File: config.mk
export PLATFORM = sky130hd
export DESIGN_NAME = mem_arbiter
export DESIGN_NICKNAME = d
export VERILOG_FILES = /design/src/rtl/mem_arbiter.sv
export SDC_FILE = /design/constraint.sdc
export NUM_CORES = 1
export LEC_CHECK = 0
export CAP_MARGIN = 20
export CORE_AREA = 4 4 298 300
export DETAILED_ROUTE_END_ITERATION = 8
export DIE_AREA = 0 0 302 304
export GPL_TIMING_DRIVEN = 0
export PLACE_DENSITY_LB_ADDON = 0.05
export RECOVER_POWER = 25
export SYNTH_ARGS = -nofsm -noshare
export SYNTH_HDL_FRONTEND = slang
export SYNTH_SLANG_ARGS = --single-unit
File: constraint.sdc
create_clock -name clk -period 2.1 [get_ports clk]
set_input_delay 0.21 -clock clk [delete_from_list [all_inputs] [get_ports clk]]
set_output_delay 0.21 -clock clk [all_outputs]
set_load 0.01 [all_outputs]
File: src/rtl/mem_arbiter.sv
// mem_arbiter: three-client memory arbiter (Icache fill, Dcache fill, Dcache
// writeback) in front of a single-ported memory with a req/ack handshake.
// One transaction is outstanding at a time: IDLE -> MEM -> RESP -> IDLE.
module mem_arbiter #(
    parameter int WIDTH  = 128,
    parameter int ADDR_W = 32
) (
    input  logic              clk,
    input  logic              reset,

    input  logic              ic_read_req,
    input  logic [ADDR_W-1:0] ic_read_addr,
    output logic              ic_read_ack,
    output logic [WIDTH-1:0]  ic_read_data,

    input  logic              dc_read_req,
    input  logic [ADDR_W-1:0] dc_read_addr,
    output logic              dc_read_ack,
    output logic [WIDTH-1:0]  dc_read_data,

    input  logic              dc_write_req,
    input  logic [ADDR_W-1:0] dc_write_addr,
    input  logic [WIDTH-1:0]  dc_write_data,
    output logic              dc_write_ack,

    output logic              mem_enable,
    output logic              mem_rw,
    output logic [ADDR_W-1:0] mem_addr,
    output logic [WIDTH-1:0]  mem_data_out,
    input  logic [WIDTH-1:0]  mem_data_in,
    input  logic              mem_ack
);

    typedef enum logic [1:0] {
        S_IDLE,
        S_MEM,
        S_RESP
    } state_e;

    typedef enum logic [1:0] {
        C_IC_RD,
        C_DC_RD,
        C_DC_WR
    } client_e;

    state_e              state_q,        state_d;
    client_e             client_q,       client_d;
    logic                last_dc_q,      last_dc_d;      // 1: Dcache was granted last
    logic                mem_enable_q,   mem_enable_d;
    logic                mem_rw_q,       mem_rw_d;
    logic [ADDR_W-1:0]   mem_addr_q,     mem_addr_d;
    logic [WIDTH-1:0]    mem_wdata_q,    mem_wdata_d;
    logic [WIDTH-1:0]    rd_data_q,      rd_data_d;
    logic                ic_rd_ack_q,    ic_rd_ack_d;
    logic                dc_rd_ack_q,    dc_rd_ack_d;
    logic                dc_wr_ack_q,    dc_wr_ack_d;

    logic                ic_req;
    logic                dc_req;
    logic                pick_dc;

    // Arbitration: on an Icache/Dcache tie the side not granted last wins.
    always_comb begin
        ic_req  = ic_read_req;
        dc_req  = dc_write_req | dc_read_req;
        pick_dc = dc_req && (!ic_req || !last_dc_q);
    end

    // Next-state and next-output computation for the IDLE/MEM/RESP sequence.
    always_comb begin
        // NOTE: every variable gets a default here so no path can leave one
        // unassigned and infer a latch; the defaults also mean "hold".
        state_d      = state_q;
        client_d     = client_q;
        last_dc_d    = last_dc_q;
        mem_enable_d = mem_enable_q;
        mem_rw_d     = mem_rw_q;
        mem_addr_d   = mem_addr_q;
        mem_wdata_d  = mem_wdata_q;
        rd_data_d    = rd_data_q;
        ic_rd_ack_d  = 1'b0;
        dc_rd_ack_d  = 1'b0;
        dc_wr_ack_d  = 1'b0;

        case (state_q)
            S_IDLE: begin
                if (ic_req || dc_req) begin
                    state_d      = S_MEM;
                    mem_enable_d = 1'b1;
                    last_dc_d    = pick_dc;
                    if (pick_dc && dc_write_req) begin
                        client_d    = C_DC_WR;
                        mem_rw_d    = 1'b1;
                        mem_addr_d  = dc_write_addr;
                        mem_wdata_d = dc_write_data;
                    end else if (pick_dc) begin
                        client_d    = C_DC_RD;
                        mem_rw_d    = 1'b0;
                        mem_addr_d  = dc_read_addr;
                        mem_wdata_d = '0;
                    end else begin
                        client_d    = C_IC_RD;
                        mem_rw_d    = 1'b0;
                        mem_addr_d  = ic_read_addr;
                        mem_wdata_d = '0;
                    end
                end
            end

            S_MEM: begin
                // Requests are not re-sampled here; a dropped req does not abort.
                if (mem_ack) begin
                    state_d      = S_RESP;
                    mem_enable_d = 1'b0;
                    mem_rw_d     = 1'b0;
                    mem_wdata_d  = '0;
                    if (!mem_rw_q) begin
                        rd_data_d = mem_data_in;
                    end
                    case (client_q)
                        C_IC_RD: ic_rd_ack_d = 1'b1;
                        C_DC_RD: dc_rd_ack_d = 1'b1;
                        C_DC_WR: dc_wr_ack_d = 1'b1;
                        default: ;
                    endcase
                end
            end

            S_RESP: begin
                state_d = S_IDLE;
            end

            default: begin
                state_d = S_IDLE;
            end
        endcase
    end

    // State and registered outputs; synchronous reset abandons any transaction.
    always_ff @(posedge clk) begin
        // NOTE: non-blocking assignments so every flop samples pre-edge values.
        if (reset) begin
            state_q      <= S_IDLE;
            client_q     <= C_IC_RD;
            last_dc_q    <= 1'b0;
            mem_enable_q <= 1'b0;
            mem_rw_q     <= 1'b0;
            mem_addr_q   <= '0;
            mem_wdata_q  <= '0;
            rd_data_q    <= '0;
            ic_rd_ack_q  <= 1'b0;
            dc_rd_ack_q  <= 1'b0;
            dc_wr_ack_q  <= 1'b0;
        end else begin
            state_q      <= state_d;
            client_q     <= client_d;
            last_dc_q    <= last_dc_d;
            mem_enable_q <= mem_enable_d;
            mem_rw_q     <= mem_rw_d;
            mem_addr_q   <= mem_addr_d;
            mem_wdata_q  <= mem_wdata_d;
            rd_data_q    <= rd_data_d;
            ic_rd_ack_q  <= ic_rd_ack_d;
            dc_rd_ack_q  <= dc_rd_ack_d;
            dc_wr_ack_q  <= dc_wr_ack_d;
        end
    end

    assign mem_enable   = mem_enable_q;
    assign mem_rw       = mem_rw_q;
    assign mem_addr     = mem_addr_q;
    assign mem_data_out = mem_wdata_q;
    assign ic_read_ack  = ic_rd_ack_q;
    assign dc_read_ack  = dc_rd_ack_q;
    assign dc_write_ack = dc_wr_ack_q;
    // Both read-data ports share the one latched register; the ack qualifies it.
    assign ic_read_data = rd_data_q;
    assign dc_read_data = rd_data_q;

endmodule

==> results.md <==
* Outcome: completed
* Synthesized area at between 10,000 and 15,000 µm²
* FILL cells at around 9,500
* Required @ worst endpoint at between 1.5 and 2 ns
* FF+latch count, synth at 298
* Total core area at roughly 86,000 µm²
* Final setup fails at 0
* Max Freq at 521.8 MHz
* Number of global-route vias before repair at about 15,000
* Crit path time final at around 1.9 ns
* Clock Tree Buf Depth at 3
* Clock power frac at 41.5%
* Total negative slack at 0 ns
* Adder-Cell Fraction of Synth Area at 0%
* WS Path Type: reg -> out
* Commonest cells in the synthesized netlist: nand2_1 (322), dfxtp_1 (298), a21oi_1 (293)
* DRT antenna net count at 0
* Vert. Die Dim at 304 µm
* Combinational share of power at between 20% and 30%
* Main flop type after synthesis: dfxtp_1
* GP Congestion at around 0.80
* Compound-cell area share of the yosys netlist at between 20% and 30%
* Hpwl dp at 61,610 µm
* Synth-to-Final Area Change at 82.12%
* Setup repair bufs after CTS at 0
* Synth Warn # at 0
* Register area at a little under 6000 µm²
* Fin util at about 27%
* Vias per cell at 4.068
* Fin crit share at roughly nine tenths
* Pins Over Slew Limit at 0
* Mux share of post-synthesis cell area at less than 1%
* Critical Path AT at 1.71 ns
* Register area share after synthesis at a little under half
* Switching share of power at ~28%
* Die Width at slightly above 300 µm
* Clock-pin slew on the worst setup and hold paths at roughly 0.060 ns
* Drt wl/cell at between 20 and 25 µm
* Hold Crit Class: in -> reg
* Most frequent cell after synthesis: nand2_1
* Syn_nets at about 1,900
* Largest net degree at the start of global routing at 12
* Max_cap viols at 0
* Row cnt at ~110
* Crit start category: register
* H-tree Lvls at 2
* Synth top area cells: dfxtp_1 (46%), a21oi_1 (11%), nand2_1 (9.4%)
* Routed WL at about 77,000 µm
* Overall routing resource usage at 15.87%
* Initial antenna violation count at 30
* Pwr Density at slightly above 700 nW/µm²
* Synth top area share at ~46%
* First-pass GRT wire length at approximately 110,000 µm
* CTS tree: built
* Peak VDD IR at around 0.00043 V
* CTS Hold Bufs at 0
* DRC viols at 0
* Initial Util at between 10 and 15%
* Seq pwr share at a little under two fifths
* RSZ-0062 raised after global routing: false
* CP Max Fanout at 3
* Share of layout cells above drive strength 1 at ~12%
* Int Pwr at approximately 12,000 µW
* Clock sinks at ~300
* Io pins at between 700 and 800
* Fin. Hold Viols at 0
* Simple-gate share of the synthesized area at roughly 17%
* Post-synthesis xor/xnor area fraction at 0%
* Area of the multi-input gates at between 5000 and 6000 µm²
* Yosys cell types at 32
* Clk_lat worst skew at between 0.5 and 0.6 ns
* Nets at around 2,800
* Final clock skew at approximately 0.020 ns
* Number of flops mapped to enable cells by yosys at 0
* Die area at between 90,000 and 100,000 µm²
* Setup crit end kind: primary output
* PostCTS Resize Cnt at 5
* Sw Pwr at 4661 µW
* Clock Tree Root: clkbuf_16
* Worst slew pin tran at 1.059 ns
* Via count at between 10,000 and 15,000
* GRT overflow at 0
* Leak at 0.009321 µW
* Mapped Cells at 1,581
* Worst relative slew slack at 29.39%
* Power Total at 16,550 µW
* CTS Buf Count at 42
* Detailed Routing Iterations Pass 1 at 5
* Post-Syn Area per Cell at 8.132 µm²
* Largest family of logic cells by synthesized area: compound AO/OA/AOI/OAI gates
* Top cell type by total area after synthesis: dfxtp_1
* Async S/R FF share, synth at 0%
* PortBufs at a little under 800
* DR iter-0 viols at 641
## metal layers
layer	up-vias	global-route usage (%)	wire [µm]
li1	7060	-	-
met1	6859	16.95	28240
met2	534	28.71	38920
met3	120	6.299	7246
met4	30	4.578	1993
met5	-	0	223
## state kept, by name, indices dropped and copies added (netlist names)
register,count
dc_read_data,128
mem_data_out,128
mem_addr,32
client_q,2
state_q,2
dc_read_ack,1
dc_write_ack,1
ic_read_ack,1
last_dc_q,1
mem_enable,1
mem_rw,1
## cell families (layout without fill, tap and decap cells)
family                 Yosys count  in the layout
AOI/OAI and AO/OA              490            490
and+or+nand+nor                500            500
other                            0             10
buffers and inverters          291           1135
DFF                            298            298
muxes                            2              2
## path summary, 6_finish.rpt
path / cells after the start / slack, ns / from / to
max: 2 / 0.18 / dc_read_data[9] / ic_read_data[9]
min: 3 / 0.12 / dc_read_req / client_q[0]
max reg2reg: 5 / 0.19 / state_q[0] / mem_data_out[106]
min reg2reg: 2 / 0.46 / mem_enable / mem_enable
## power by group through the flow
stage / registers, µW / clock network, µW / logic (µW)
finish: 6250 / 6860 / 3430
global route: 6300 / 7370 / 3730
CTS: 6270 / 7170 / 3580
detailed placement: 6390 / 0 / 3560
global placement: 6380 / 0 / 3560
floorplan: 6460 / 0 / 1250
## cells in the final DEF, fill, tap and decap left out, types with 10 or more instances in the layout
master	count
dfxtp_1	298
clkbuf_1	80
clkbuf_2	12
clkbuf_16	42
nand2_1	322
buf_2	70
nand3_1	129
buf_4	130
a21oi_1	293
a21o_1	31
o31ai_1	129
clkdlybuf4s50_1	619
nand3b_1	32
a311oi_1	31
diode_2	10
dlygate4sd3_1	156
## area by class of cell
cell class | instances | share of cell area (%)
Inverter | 2 | 0.03206
Sequential cell | 298 | 25.48
Antenna cell | 10 | 0.1069
Tap cell | 1155 | 6.172
Multi-Input combinational cell | 992 | 22.31
Clock inverter | 8 | 0.3580
Clock buffer | 60 | 5.162
Timing Repair Buffer | 776 | 33.20
Buffer | 289 | 7.188
## metrics by stage
stage	area (µm²)	hold WS, ns	setup slack [ns]	std cells
final	23410	0.1159	0.1837	3590
after global routing	23410	0.1272	0.01502	3587
after CTS	23370	0.07224	0.03551	3580
after detailed placement	22070	0.4543	-0.4447	3512
after global placement	22060	0.4466	-0.4780	3511
after floorplan	12860	0.3460	0.6983	1581
## critical path: stages (launching register included)
cell and delay [ns]:
dfxtp_1 0.41, buf_4 0.14, clkdlybuf4s50_1 0.61
(Power assumes the default switching activity.)
